--- src/rtl/fir_interpolator.sv ---
// rtl/fir_interpolator.sv - polyphase interpolating FIR, one shared multiplier
// Each accepted sample yields FACTOR outputs, each a TAPS_PER_PHASE-cycle MAC followed by an EMIT cycle.
module fir_interpolator #(
  parameter int TAPS_PER_PHASE = 8,
  parameter int FACTOR         = 4,
  parameter int BITWIDTH       = 24
) (
  input  logic                       clk_i,
  input  logic                       rst_ni,
  input  logic                       tick_i,
  input  logic signed [BITWIDTH-1:0] signal_i,
  input  logic signed [BITWIDTH-1:0] coeff [TAPS_PER_PHASE*FACTOR],
  output logic signed [BITWIDTH-1:0] signal_o,
  output logic                       valid_o,
  output logic                       busy_o,
  output logic                       overrun_o
);

  localparam int PW  = 2 * BITWIDTH;
  localparam int AW  = PW + $clog2(TAPS_PER_PHASE);
  localparam int KW  = (TAPS_PER_PHASE > 1) ? $clog2(TAPS_PER_PHASE) : 1;
  localparam int PHW = $clog2(FACTOR);
  localparam int NC  = TAPS_PER_PHASE * FACTOR;
  localparam int CW  = (NC > 1) ? $clog2(NC) : 1;

  typedef enum logic [1:0] {IDLE, MAC, EMIT} state_e;

  state_e                     state_q, state_d;
  logic        [KW-1:0]       k_q, k_d;
  logic        [PHW-1:0]      phase_q, phase_d;
  logic signed [AW-1:0]       acc_q, acc_d;
  logic signed [BITWIDTH-1:0] d_q [TAPS_PER_PHASE];
  logic signed [BITWIDTH-1:0] d_d [TAPS_PER_PHASE];
  logic signed [BITWIDTH-1:0] sig_q, sig_d;
  logic                       valid_q, valid_d;
  logic                       ovr_q, ovr_d;

  logic        [CW-1:0]       cidx;
  logic signed [PW-1:0]       prod;
  logic signed [BITWIDTH-1:0] sat_val;
  logic        [AW-PW+1:0]    acc_top;
  logic                       unused_acc_bits;

  assign cidx    = CW'(int'(k_q) * FACTOR + int'(phase_q));
  assign prod    = d_q[k_q] * coeff[cidx];
  // Top bits all equal means acc fits the Q1 output range after dropping BITWIDTH-1 fraction bits.
  assign acc_top = acc_q[AW-1:PW-2];
  always_comb begin
    sat_val = acc_q[PW-2:BITWIDTH-1];
    if (!((&acc_top) || !(|acc_top))) begin
      sat_val = acc_q[AW-1] ? {1'b1, {(BITWIDTH-1){1'b0}}} : {1'b0, {(BITWIDTH-1){1'b1}}};
    end
  end
  assign unused_acc_bits = ^acc_q[BITWIDTH-2:0];

  always_comb begin
    state_d = state_q;
    k_d     = k_q;
    phase_d = phase_q;
    acc_d   = acc_q;
    d_d     = d_q;
    sig_d   = sig_q;
    valid_d = 1'b0;
    ovr_d   = tick_i && (state_q != IDLE);
    case (state_q)
      IDLE: begin
        if (tick_i) begin
          for (int i = TAPS_PER_PHASE - 1; i > 0; i--) d_d[i] = d_q[i-1];
          d_d[0]  = signal_i;
          phase_d = '0;
          k_d     = KW'(TAPS_PER_PHASE - 1);
          acc_d   = '0;
          state_d = MAC;
        end
      end
      MAC: begin
        acc_d = acc_q + AW'(prod);
        k_d   = k_q - 1'b1;
        if (k_q == '0) state_d = EMIT;
      end
      EMIT: begin
        sig_d   = sat_val;
        valid_d = 1'b1;
        if (phase_q == PHW'(FACTOR - 1)) begin
          state_d = IDLE;
        end else begin
          phase_d = phase_q + 1'b1;
          k_d     = KW'(TAPS_PER_PHASE - 1);
          acc_d   = '0;
          state_d = MAC;
        end
      end
      default: state_d = IDLE;
    endcase
  end

  always_ff @(posedge clk_i) begin
    if (!rst_ni) begin
      state_q <= IDLE;
      k_q     <= '0;
      phase_q <= '0;
      acc_q   <= '0;
      d_q     <= '{default: '0};
      sig_q   <= '0;
      valid_q <= 1'b0;
      ovr_q   <= 1'b0;
    end else begin
      state_q <= state_d;
      k_q     <= k_d;
      phase_q <= phase_d;
      acc_q   <= acc_d;
      d_q     <= d_d;
      sig_q   <= sig_d;
      valid_q <= valid_d;
      ovr_q   <= ovr_d;
    end
  end

  assign signal_o  = sig_q;
  assign valid_o   = valid_q;
  assign overrun_o = ovr_q;
  assign busy_o    = (state_q != IDLE);

endmodule
--- config.mk ---
export PLATFORM = sky130hd
export DESIGN_NAME = fir_interpolator
export DESIGN_NICKNAME = d
export VERILOG_FILES = /design/src/rtl/fir_interpolator.sv
export SDC_FILE = /design/constraint.sdc
export NUM_CORES = 2
export LEC_CHECK = 0
export CORE_MARGIN = 1.5
export CORE_UTILIZATION = 38
export CTS_CLUSTER_SIZE = 25
export DETAILED_ROUTE_END_ITERATION = 7
export HOLD_SLACK_MARGIN = 0.05
export PLACE_DENSITY_LB_ADDON = 0.2
export SETUP_SLACK_MARGIN = 0.4
export SYNTH_ARGS = -nofsm -noshare
export SYNTH_HDL_FRONTEND = slang
export SYNTH_SLANG_ARGS = --single-unit
--- constraint.sdc ---
create_clock -name clk_i -period 29.8 [get_ports clk_i]
set_clock_uncertainty 0.2 [all_clocks]
set_input_delay 8.94 -clock clk_i [delete_from_list [all_inputs] [get_ports clk_i]]
set_output_delay 8.94 -clock clk_i [all_outputs]
set_load 0.02 [all_outputs]
* Yosys cells after proc, flatten, opt, wreduce, memory -nomap -nowiden
Index checks and enable logic that the tools add are counted.
** Storage, ports and cells
- Flip-flop bits (word level) :: 276
- Bits of input ports :: 795
- Output and inout port bits :: 27
** Operators by class
- Add/sub/neg operators :: 4
- $mul :: 1
- Magnitude comparators :: 2
- Equality and inequality tests :: 6
- Multiplexer cells :: 22
- Bitwise operators :: 2
- Reduce and logical (&&, ||, !) cells :: 14
** Operators by type and width (number)
- $pmux 51 s3 :: 1
- $mux 24 :: 6
- $bmux 24 s5 :: 1
- $mux 51 :: 2
- $bmux 24 s3 :: 1
- $add 51x48->51 :: 1
- $mul 24x24->48 :: 1
- $pmux 3 s3 :: 1
- $mux 2 :: 4
- $ge 6x6->1 const B :: 1
- $mux 3 :: 2
- $ne 2x2->1 const B :: 3
- $not 5->6 :: 1
- $pmux 2 s3 :: 1
- $reduce_and 3->1 :: 2
- $add 5x2->5 :: 1
- $reduce_and 5->1 :: 1
- $reduce_or 5->1 :: 1
- $eq 2x2->1 const B :: 2
- $ge 4x4->1 const B :: 1
- $not 3->4 :: 1
- $pmux 2 s2 :: 1
- $reduce_and 2->1 :: 2
- $reduce_bool 2->1 :: 2
- 10 further kinds :: 11

* Logic depth before layout (Yosys ltp)
- Depth after elaboration :: 8
- Gate-level depth with buffers :: 32

* Least setup slack after synthesis
OpenSTA, ideal clock, no wires.
- Path kind :: in2reg
- Start :: input coeff[192] (netlist bit)
- End :: register acc_q[50]
- Arrival :: 16.226 ns
- Required time :: 29.494 ns
- Setup slack :: 13.268 ns
- Cell stages on the path :: 22
- Buffers on the path :: 1
- Cells stage by stage :: mux4_2 -> mux4_2 -> mux2_2 -> nand2_1 -> inv_1 -> fa_1 -> fa_1 -> fa_1 -> fa_1 -> fa_1 -> fa_1 -> inv_1 -> fa_1 -> inv_1 -> ha_1 -> clkbuf_1 -> o21ai_0 -> a21oi_1 -> a221oi_1 -> o21ai_0 -> o32a_1 -> o311ai_0
** On the way
- Word-level cells in the longest chain between the ends :: 6
** RTL lines
- start: declaration :: line 12 : input logic signed [BITWIDTH-1:0] coeff [TAPS_PER_PHASE*FACTOR],
- $bmux 24 s5 :: line 45 : assign prod = d_q[k_q] * coeff[cidx];
- $mux 24 (implied by the code) (2 in series) :: line 45
- $mul 24x24->48 :: line 45
- $add 51x48->51 :: line 77 : acc_d = acc_q + AW'(prod);
- $pmux 51 s3 :: line 65 : case (state_q)
- end signal: assignment :: line 102 : acc_q <= '0;
- end signal: assignment :: line 111 : acc_q <= acc_d;
- end: declaration :: line 31 : logic signed [AW-1:0] acc_q, acc_d;
Every way passes these cells. The select of a mux whose other input is x is not followed.
A chain may end at the register's enable or synchronous reset.

* Final worst setup path
- Start :: input coeff[74] (netlist bit)
- End :: register acc_q[41]
The elaborated chain is that of the path after synthesis.

==> results by group <==
Yosys
  – Top cell type by total area after synthesis: fa_1
  – Area share of the leading cell type in the synthesized netlist: 33.3%
  – Syn_area_per_cell: 9.61 µm²
  – #FFs+latches synth: between 200 and 300
  – Number of synthesized flops with an enable pin: 0
  – Cell area after synthesis: 0.0403 mm²
  – Ys async rst share: 0%
  – Top cells by area, synth: fa_1 33%, mux4_2 16%, dfxtp_1 14%
  – Count of different cell masters after synthesis: 64
  – Synth Instances: about 4,200
  – Synth Warn #: 0
  – Sequential area share after synthesis: about 14%
  – Syn Nets: 5,831
  – Prevailing post-synth register cell: dfxtp_1

CTS
  – Number of H-tree levels: 1
  – CTS tree: yes
  – Clock Root Buffer: clkbuf_16
  – Clock slew seen by the registers of the worst setup and hold paths: approximately 70 ps
  – Sinks on Clock Net: 276
  – Postcts setup bufs: 0
  – Post-cts hold buffer count: 0
  – TritonCTS buffer count: 31
  – CTS Buffer Depth: 3
  – Post-CTS Resized: 0
  – Clock Latency Late Sink: 620 ps

Layout
  – Sequential cell area: 0.00554 mm²
  – Area of the multi-input gates: 0.0308 mm²
  – Share of cells above drive strength 1: 8.89%
  – Fillers: between 10,000 and 15,000
  – Layout Utilization: 48.0%
  – Synthesis-to-finish area growth: 25.2%
  – Most common cell after layout, fill and taps aside: clkdlybuf4s50_1
  – Nets: 6,460
  – Design Area, Final: 0.0505 mm²
  – Commonest non-fill, non-tap cells in the layout: 821 x clkdlybuf4s50_1, 818 x nand2_1, 771 x inv_1

STA
  – TNS Setup: 0 ps
  – Period utilisation layout: 60.4%
  – Slew headroom: 11.2%
  – RSZ-0062 raised after global routing: false
  – Fmax: 55.6 MHz
  – # setup viols final: 0
  – Slew @ Worst Pin: 1290 ps
  – Endpoints failing hold: 0
  – Tmin final: around 18,000 ps
  – Hold Slack: 241 ps
  – Slew Limit Fails: 0

Power and ir drop
  – Total power: between 3 and 4 mW
  – Leak: 21.6 nW
  – Power density over cell area: approximately 65 mW/mm²
  – VDD IR max: 0.0813 mV

Critical path
  – R2r setup slk: 18,380 ps
  – Buf/Inv on CP: 5
  – Most used cell along the critical path: fa_1
  – CP Class: in2reg
  – Reg2reg path depth: 27
  – Critical path arrival: 18,270 ps
  – Slowest Stage Delay on Critical Path: between 700 and 800 ps
  – Critical Path Start Type: input pin
  – Required time of the critical path: 30,070 ps
  – Worst r2r src: phase_q[1]
  – Largest fanout on the critical path: 24
  – Slowest CP cell: clkdlybuf4s50_1
  – CP Capture Type: flip-flop
  – Delay-heaviest family, CP: adder cells
  – R2r endpoint: acc_q[41]

Floorplan
  – Die outline area: around 0.11 mm²
  – Initial Utilization: a little under two fifths
  – Die Height: 329 µm
  – Cell row count: 119
  – # IOs: about 820
  – Core Area: 0.105 mm²
  – Die Width: 329 µm

Detailed routing
  – Routed vias/inst: 5.45
  – Iter 0 DRT Violations: 2,613
  – Post-DRT Antenna Nets: 0
  – Routed vias: ~34,000
  – Post-DR wirelength/cell: 28.7 µm
  – DRC viols: 0
  – DRT Pass-1 Iters: 5
  – WL final: 180,000 µm

Place
  – GP Congestion: 1.00
  – DP Area: between 0.04 and 0.05 mm²
  – Port buffer count: 821
  – DP HPWL: 150,000 µm

GRT
  – Initial antenna violation count: between 40 and 50
  – First-pass GRT wire length: roughly 260,000 µm
  – Total GRT Usage: 33.5%
  – Number of global-route vias before repair: 36,400
  – Pin count of the biggest net entering global routing: 114
  – Remaining Overflow, GRT: 0

Min path
  – Hold crit path type: reg2reg
  – Hold path start: d_q[60]
  – Hold path depth: 2
  – Hold Path Sink: d_q[36]

Run
  – Max cap viols: 0

Outcome
  – Outcome: finished clean
[how the worst max path moves through the flow]
stage                     startpoint   endpoint  cells after the start  slack, ps
final                      coeff[74]  acc_q[41]                     26      11810
after global routing       coeff[72]  acc_q[41]                     27      11220
after CTS                  coeff[74]  acc_q[41]                     26      11870
after detailed placement   coeff[74]  acc_q[45]                     26      11260
after global placement    coeff[480]  acc_q[45]                     27      11200
after floorplan           coeff[192]  acc_q[50]                     22      13270
[metrics by stage]
stage	setup slack, ps	instances
after global placement	11200	6183
after CTS	11870	6239
after floorplan	13270	4196
after global routing	11220	6250
after detailed placement	11260	6183
final	11810	6261
[synthesized netlist by cell type, drive strengths merged (7+ instances only)]
master / number
o21bai: 9
xnor2: 36
nand3: 19
a211oi: 8
dfxtp: 276
mux4: 288
nor3: 7
a21o: 19
nand2b: 20
o21ai: 93
and3: 10
mux2: 39
fa: 672
ha: 168
o21a: 10
xor2: 19
and2: 50
nor2b: 47
clkbuf: 174
buf: 84
a31oi: 11
inv: 775
a21oi: 285
nor2: 163
nand2: 819
mux2i: 26
nand4: 14
[where the power goes]
part / internal [mW] / switching (mW)
Combinational: 0.963 / 1.50
Clock: 0.215 / 0.167
Sequential: 0.391 / 0.0282
[flip-flops by register name, indices dropped and copies added, names as in the netlist]
signal and cells:
k_q 3, overrun_o 1, state_q 2, d_q 192
signal_o 24, valid_o 1, acc_q 51, phase_q 2
[layout make-up]
cell class              count  area share [%]
diodes                     22           0.109
clock buffers              47            1.69
clock inverters             9           0.228
inverters                 776            5.78
multi-input cells        2886            61.0
flip-flops and latches    276            11.0
well taps                1391            3.45
repair buffers            854            16.8
[metal layers]
| layer | vias to the layer above | wire length (µm) | track usage, % |
|---|---|---|---|
| li1 | 14700 | - | - |
| met1 | 17500 | 66700 | 41.1 |
| met2 | 1616 | 81000 | 51.8 |
| met3 | 346 | 18100 | 9.51 |
| met4 | 22 | 13600 | 21.6 |
| met5 | - | 134 | 0 |
[logic make-up (layout without fill, tap and decap cells)]
| kind of cell | after synthesis | count (layout) | share of synthesized area (%) |
|---|---|---|---|
| compound gates | 475 | 475 | 6.59 |
| buf+inv | 1034 | 1686 | 10.0 |
| mux | 353 | 353 | 18.0 |
| flops | 276 | 276 | 13.7 |
| other cells | 0 | 22 | 0 |
| xor+xnor | 55 | 55 | 1.19 |
| fa+ha+maj | 840 | 840 | 38.6 |
| simple gates | 1163 | 1163 | 11.9 |
[worst min-delay path: cells and delay by family, from the launching register on]
kind | cells | cell delay (ps)
DFF | 1 | 320
and+or+nand+nor | 1 | 60
AOI/OAI and AO/OA | 1 | 50
Note: power is estimated with default switching activity, not from simulation.
